===== src/rtl/fetch_sequencer_if.sv =====
// Handshake bundle between the fetch sequencer, the PC, instruction memory and the execution unit.
// master is the sequencer side; slave is the surrounding datapath/memory side.
interface fetch_sequencer_if;
    logic        start;
    logic        mem_ready;
    logic [15:0] mem_rdata;
    logic        exec_done;
    logic        branch_taken;
    logic [15:0] branch_target;
    logic        mem_rd;
    logic        pc_inc;
    logic        pc_ld;
    logic [15:0] pc_d;
    logic [15:0] ir;
    logic        exec_go;
    logic [15:0] instr_count;
    logic        halted;
    logic        fault;

    modport master (
        input  start, mem_ready, mem_rdata, exec_done, branch_taken, branch_target,
        output mem_rd, pc_inc, pc_ld, pc_d, ir, exec_go, instr_count, halted, fault
    );

    modport slave (
        output start, mem_ready, mem_rdata, exec_done, branch_taken, branch_target,
        input  mem_rd, pc_inc, pc_ld, pc_d, ir, exec_go, instr_count, halted, fault
    );
endinterface


===== src/rtl/fetch_sequencer.sv =====
// Fetch / decode / execute control FSM for the Lab 7 CPU: drives PC inc/ld, the IR,
// the execution-unit launch pulse, and stops on HALT or a fetch timeout.
module fetch_sequencer #(
    parameter logic [3:0] OP_HALT = 4'hF,
    parameter int         TIMEOUT = 15
) (
    input  logic               clk,
    input  logic               reset,
    fetch_sequencer_if.master  bus
);
    typedef enum logic [2:0] {S_IDLE, S_FETCH, S_DECODE, S_EXECUTE, S_HALT} state_t;

    localparam logic [7:0] WAIT_LAST = 8'(TIMEOUT - 1);

    state_t      r_state, w_next;
    logic [15:0] r_ir, r_instr_count;
    logic [7:0]  r_wait;
    logic        r_halted, r_fault;
    logic        w_mem_rd, w_pc_inc, w_pc_ld, w_exec_go;
    logic        w_is_halt, w_timeout;

    assign w_is_halt = (r_ir[15:12] == OP_HALT);
    assign w_timeout = (r_wait == WAIT_LAST);

    always_comb begin
        w_next    = r_state;
        w_mem_rd  = 1'b0;
        w_pc_inc  = 1'b0;
        w_pc_ld   = 1'b0;
        w_exec_go = 1'b0;
        case (r_state)
            S_IDLE:    if (bus.start) w_next = S_FETCH;
            S_FETCH: begin
                w_mem_rd = 1'b1;
                if (bus.mem_ready) begin
                    w_pc_inc = 1'b1;
                    w_next   = S_DECODE;
                end else if (w_timeout) begin
                    w_next = S_HALT;
                end
            end
            S_DECODE: begin
                if (w_is_halt) begin
                    w_next = S_HALT;
                end else begin
                    w_exec_go = 1'b1;
                    w_next    = S_EXECUTE;
                end
            end
            // branch_taken only matters in the exec_done cycle
            S_EXECUTE: begin
                if (bus.exec_done) begin
                    w_pc_ld = bus.branch_taken;
                    w_next  = S_FETCH;
                end
            end
            S_HALT:    w_next = S_HALT;
            default:   w_next = S_IDLE;
        endcase
    end

    always_ff @(posedge clk) begin
        if (reset) begin
            r_state       <= S_IDLE;
            r_ir          <= 16'h0000;
            r_instr_count <= 16'h0000;
            r_wait        <= 8'h00;
            r_halted      <= 1'b0;
            r_fault       <= 1'b0;
        end else begin
            r_state <= w_next;
            case (r_state)
                S_FETCH: begin
                    if (bus.mem_ready) begin
                        r_ir   <= bus.mem_rdata;
                        r_wait <= 8'h00;
                    end else if (w_timeout) begin
                        r_fault <= 1'b1;
                    end else begin
                        r_wait <= r_wait + 8'h01;
                    end
                end
                S_DECODE: if (!w_is_halt) r_instr_count <= r_instr_count + 16'h0001;
                default: ;
            endcase
            if (w_next == S_HALT) r_halted <= 1'b1;
        end
    end

    assign bus.mem_rd      = w_mem_rd;
    assign bus.pc_inc      = w_pc_inc;
    assign bus.pc_ld       = w_pc_ld;
    assign bus.exec_go     = w_exec_go;
    assign bus.pc_d        = bus.branch_target;
    assign bus.ir          = r_ir;
    assign bus.instr_count = r_instr_count;
    assign bus.halted      = r_halted;
    assign bus.fault       = r_fault;
endmodule


===== src/flat_wrapper.sv =====
// flat-port wrapper written by rule: the top's interface ports become plain ports
module fetch_sequencer_flat 
#(
    parameter logic [3:0] OP_HALT = 4'hF,
    parameter int         TIMEOUT = 15
)
  (clk, reset, bus_start, bus_mem_ready, bus_mem_rdata, bus_exec_done, bus_branch_taken, bus_branch_target, bus_mem_rd, bus_pc_inc, bus_pc_ld, bus_pc_d, bus_ir, bus_exec_go, bus_instr_count, bus_halted, bus_fault);
  fetch_sequencer_if bus_i ();
  input  logic clk;
  input  logic reset;
  input wire logic [$bits(bus_i.start)-1:0] bus_start;
  input wire logic [$bits(bus_i.mem_ready)-1:0] bus_mem_ready;
  input wire logic [$bits(bus_i.mem_rdata)-1:0] bus_mem_rdata;
  input wire logic [$bits(bus_i.exec_done)-1:0] bus_exec_done;
  input wire logic [$bits(bus_i.branch_taken)-1:0] bus_branch_taken;
  input wire logic [$bits(bus_i.branch_target)-1:0] bus_branch_target;
  output wire logic [$bits(bus_i.mem_rd)-1:0] bus_mem_rd;
  output wire logic [$bits(bus_i.pc_inc)-1:0] bus_pc_inc;
  output wire logic [$bits(bus_i.pc_ld)-1:0] bus_pc_ld;
  output wire logic [$bits(bus_i.pc_d)-1:0] bus_pc_d;
  output wire logic [$bits(bus_i.ir)-1:0] bus_ir;
  output wire logic [$bits(bus_i.exec_go)-1:0] bus_exec_go;
  output wire logic [$bits(bus_i.instr_count)-1:0] bus_instr_count;
  output wire logic [$bits(bus_i.halted)-1:0] bus_halted;
  output wire logic [$bits(bus_i.fault)-1:0] bus_fault;
  assign bus_i.start = bus_start;
  assign bus_i.mem_ready = bus_mem_ready;
  assign bus_i.mem_rdata = bus_mem_rdata;
  assign bus_i.exec_done = bus_exec_done;
  assign bus_i.branch_taken = bus_branch_taken;
  assign bus_i.branch_target = bus_branch_target;
  assign bus_mem_rd = bus_i.mem_rd;
  assign bus_pc_inc = bus_i.pc_inc;
  assign bus_pc_ld = bus_i.pc_ld;
  assign bus_pc_d = bus_i.pc_d;
  assign bus_ir = bus_i.ir;
  assign bus_exec_go = bus_i.exec_go;
  assign bus_instr_count = bus_i.instr_count;
  assign bus_halted = bus_i.halted;
  assign bus_fault = bus_i.fault;
  fetch_sequencer #(.OP_HALT(OP_HALT), .TIMEOUT(TIMEOUT)) u_core (.clk(clk), .reset(reset), .bus(bus_i));
endmodule

===== config.mk =====
export PLATFORM = sky130hd
export DESIGN_NAME = fetch_sequencer_flat
export DESIGN_NICKNAME = d
export VERILOG_FILES = /design/src/rtl/fetch_sequencer_if.sv /design/src/rtl/fetch_sequencer.sv /design/src/flat_wrapper.sv
export SDC_FILE = /design/constraint.sdc
export NUM_CORES = 1
export LEC_CHECK = 0
export BUFFER_PORTS_ARGS = -buffer_cell sky130_fd_sc_hd__buf_2
export CORE_AREA = 2 2 70 72
export DETAILED_ROUTE_END_ITERATION = 8
export DIE_AREA = 0 0 72 74
export PLACE_DENSITY_LB_ADDON = 0.05
export SLEW_MARGIN = 10
export SYNTH_ARGS = -nofsm -noshare
export SYNTH_HDL_FRONTEND = slang
export SYNTH_SLANG_ARGS = --single-unit

===== constraint.sdc =====
create_clock -name clk -period 2.5 [get_ports clk]
set_input_delay 0.5 -clock clk [delete_from_list [all_inputs] [get_ports clk]]
set_output_delay 0.5 -clock clk [all_outputs]
set_load 0.05 [all_outputs]

==> results.md <==
- ANT cells: 0
- Clock latency on the worst-skew pair: 0.30 ns
- Initial Util: 0.448
- Critical path arrival: 1.85 ns
- TritonCTS clock tree: yes
- Die ar.: 5330 µm²
- Average via count per standard cell: 5.13
- Max frequency: 0.426 GHz
- Total GRT Usage: 0.172
- Clk slew on worst S/H paths: 0.08 ns
- RePlAce Congestion: 0.786
- Clk_skew: 0.00495 ns
- Relative slew slack: 0.469
- GRT overflow: 0
- Clk sinks: 45
- Detailed Route WL: 4.42 mm
- First-pass GRT wire length: 7.20 mm
- Finished Layout Cells: 349
- Max IR drop VDD: 0.000339 V
- Cell taking the most area after synthesis: dfxtp_1
- HP Class: in2reg
- Nets: 335
- WL per Instance: 12.7 µm
- DR top layer: met4
- Area Growth Syn to Fin: 16.5%
- Reg-to-reg setup timing slack: 0.26 ns
- Root Driver: clkbuf_8
- Avg Inst Size Synth: 8.17 µm²
- Ranking of synthesized cells by area: dfxtp_1, nand2_1, a21oi_1
- Levels on crit path: 5
- Main synth FF type: dfxtp_1
- Largest net degree at the start of global routing: 20
- FF-to-FF path depth: 4
- Initial antenna violation count: 0
- Post-Synthesis Cells: 252
- Layout cells sized above 1: 0.244
- Reg-to-reg endpoint: u_core.bus.instr_count[14]
- Post-synth ARST share: 0
- Fill count: 460
- Hold Path Sink: u_core.bus.ir[11]
- Post-CTS Resized: 0
- CP peak stage delay: 0.56 ns
- HPWL Detailed: 3.22 mm
- Synth Net Count: 293
- Critical path class: reg2out
- Dpl cells: 341
- Pre-antenna DRT Iters: 4
- Period utilization: 0.939
- RR Startpoint: u_core.r_state[1]
- RSZ-0062 raised after global routing: false
- WL met2: 1.99 mm
- Synth Register Bits: 45
- Commonest non-fill, non-tap cells in the layout: buf_2, nand2_1, dfxtp_1
- Crit path cell chain: or3b_2 -> clkinvlp_4 -> nand2_1 -> clkinv_1 -> buf_2
- Hold path cells: 3
- # Max-Cap Violations: 0
- Crit-path slowest cell: or3b_2
- Synthesized area: 2060 µm²
- Warnings from Yosys: 0
- DRC violations left: 0
- Port-buffer cells: 59
- Family with the most delay on the worst path: simple AND/OR/NAND/NOR gates
- Crit path max fanout: 6
- Number of global-route vias before repair: 1615
- Distinct cells, synth: 35
- CTS Hold Bufs: 0
- Setup Fix Bufs, Post-CTS: 0
- Worst-Margin Slew: 0.786 ns
- Max clock buf depth: 2
- Post-synth top area share: 0.437
- CTS H-Tree Depth: 2
- Slew Viols, Final: 0
- Routed Antenna Nets: 0
- Commonest non-fill, non-tap cell in the layout: buf_2
- Post-route met1 wirelength: 2.15 mm
- Die height: 74 µm
- Pleak: 0.959 nW
- Via count: 1790
- Ports: 92
- Power per Cell Area: 619 nW/µm²
- CTS Buf Count: 5
- Setup violators final: 0
- CP endpoint kind: output pin
- DIE WIDTH: 72 µm
- EDFF count, synth: 0
- TNS Setup: 0 ns
- Min cycle time layout: 2.35 ns
- CP Buf/Inv Count: 3
- Setup crit start kind: flop
- Met3 routed wirelength: 215 µm
- Sequential share of the synthesized area: 0.437
- Core area: 4600 µm²
- HP Start: bus_mem_rdata[11]
- Power, Total: 1.48 mW
- Status: finished, final reports clean
- Row count: 25
- Critical Path RT: 2.00 ns
- Final Hold Fails: 0
- DR iter-0 viols: 55
[synth_stat cells, types with 2 or more instances]
master / n
nor3_1: 3
or4_1: 4
nand3_1: 9
nor3b_1: 3
dfxtp_1: 45
nor2_1: 14
inv_1: 7
xnor2_1: 10
a21o_1: 2
xor2_1: 2
o31ai_1: 2
nand4_1: 3
clkbuf_1: 8
or3_1: 7
ha_1: 3
buf_4: 16
nand2_1: 47
nand4b_1: 2
o21ai_0: 10
nor4b_1: 2
buf_2: 3
and4_1: 3
or3b_1: 2
a211oi_1: 2
a21oi_1: 33
[report_power, final]
part	switching (mW)	internal, mW
Combinational	0.120	0.0491
Sequential	0.0144	0.734
Clock	0.241	0.326
[stage by stage]
| step | worst slack (ns) | util | cell area, µm² | hold slack (ns) |
|---|---|---|---|---|
| after floorplan | 0.0625 | - | 2060 | 0.473 |
| after global placement | 0.326 | 0.497 | 2280 | 0.437 |
| after detailed placement | 0.278 | 0.497 | 2280 | 0.439 |
| after CTS | 0.140 | 0.522 | 2400 | 0.424 |
| after global routing | 0.0378 | 0.522 | 2400 | 0.428 |
| final | 0.152 | 0.522 | 2400 | 0.431 |
[state kept, by name, indices dropped and copies added (netlist names)]
register,count
u_core.bus.halted,1
u_core.bus.instr_count,16
u_core.r_wait,8
u_core.bus.ir,16
u_core.bus.fault,1
u_core.r_state,3
[metal layers]
| metal | track usage | up-vias |
|---|---|---|
| li1 | - | 941 |
| met2 | 0.266 | 39 |
| met5 | 0 | - |
| met1 | 0.226 | 800 |
| met3 | 0.0501 | 10 |
| met4 | 0.0713 | 0 |
[tightest hold or removal path: stages]
cell and delay [ns]:
buf_2 0.09, nand2_1 0.04, a21oi_1 0.05
[cell type report]
type,instances,area [µm²],area share
clock buffer,7,86.3,0.0360
clock inverter,1,30.0,0.0125
inverter,8,33.8,0.0141
multi-input combinational,172,963,0.401
sequential,45,901,0.375
tap,54,67.6,0.0282
timing repair buffer,62,318,0.132
[worst max path at each step]
stage	from	to	slack (ns)
after floorplan	u_core.r_state[0]	bus_pc_inc	0.06
after global placement	u_core.r_state[1]	u_core.bus.instr_count[14]	0.33
after detailed placement	u_core.r_state[1]	u_core.bus.instr_count[14]	0.28
after CTS	u_core.r_state[0]	bus_pc_inc	0.14
after global routing	u_core.r_state[0]	bus_pc_inc	0.04
final	u_core.r_state[0]	bus_pc_inc	0.15
[kinds of logic (layout without fill, tap and decap cells)]
family | Yosys count | in the layout | synth area share
simple gates | 104 | 104 | 0.257
compound gates | 53 | 53 | 0.142
flops | 45 | 45 | 0.437
buf+inv | 35 | 78 | 0.0948
xor+xnor | 12 | 12 | 0.0510
fa+ha+maj | 3 | 3 | 0.0182
(Power assumes the default switching activity.)
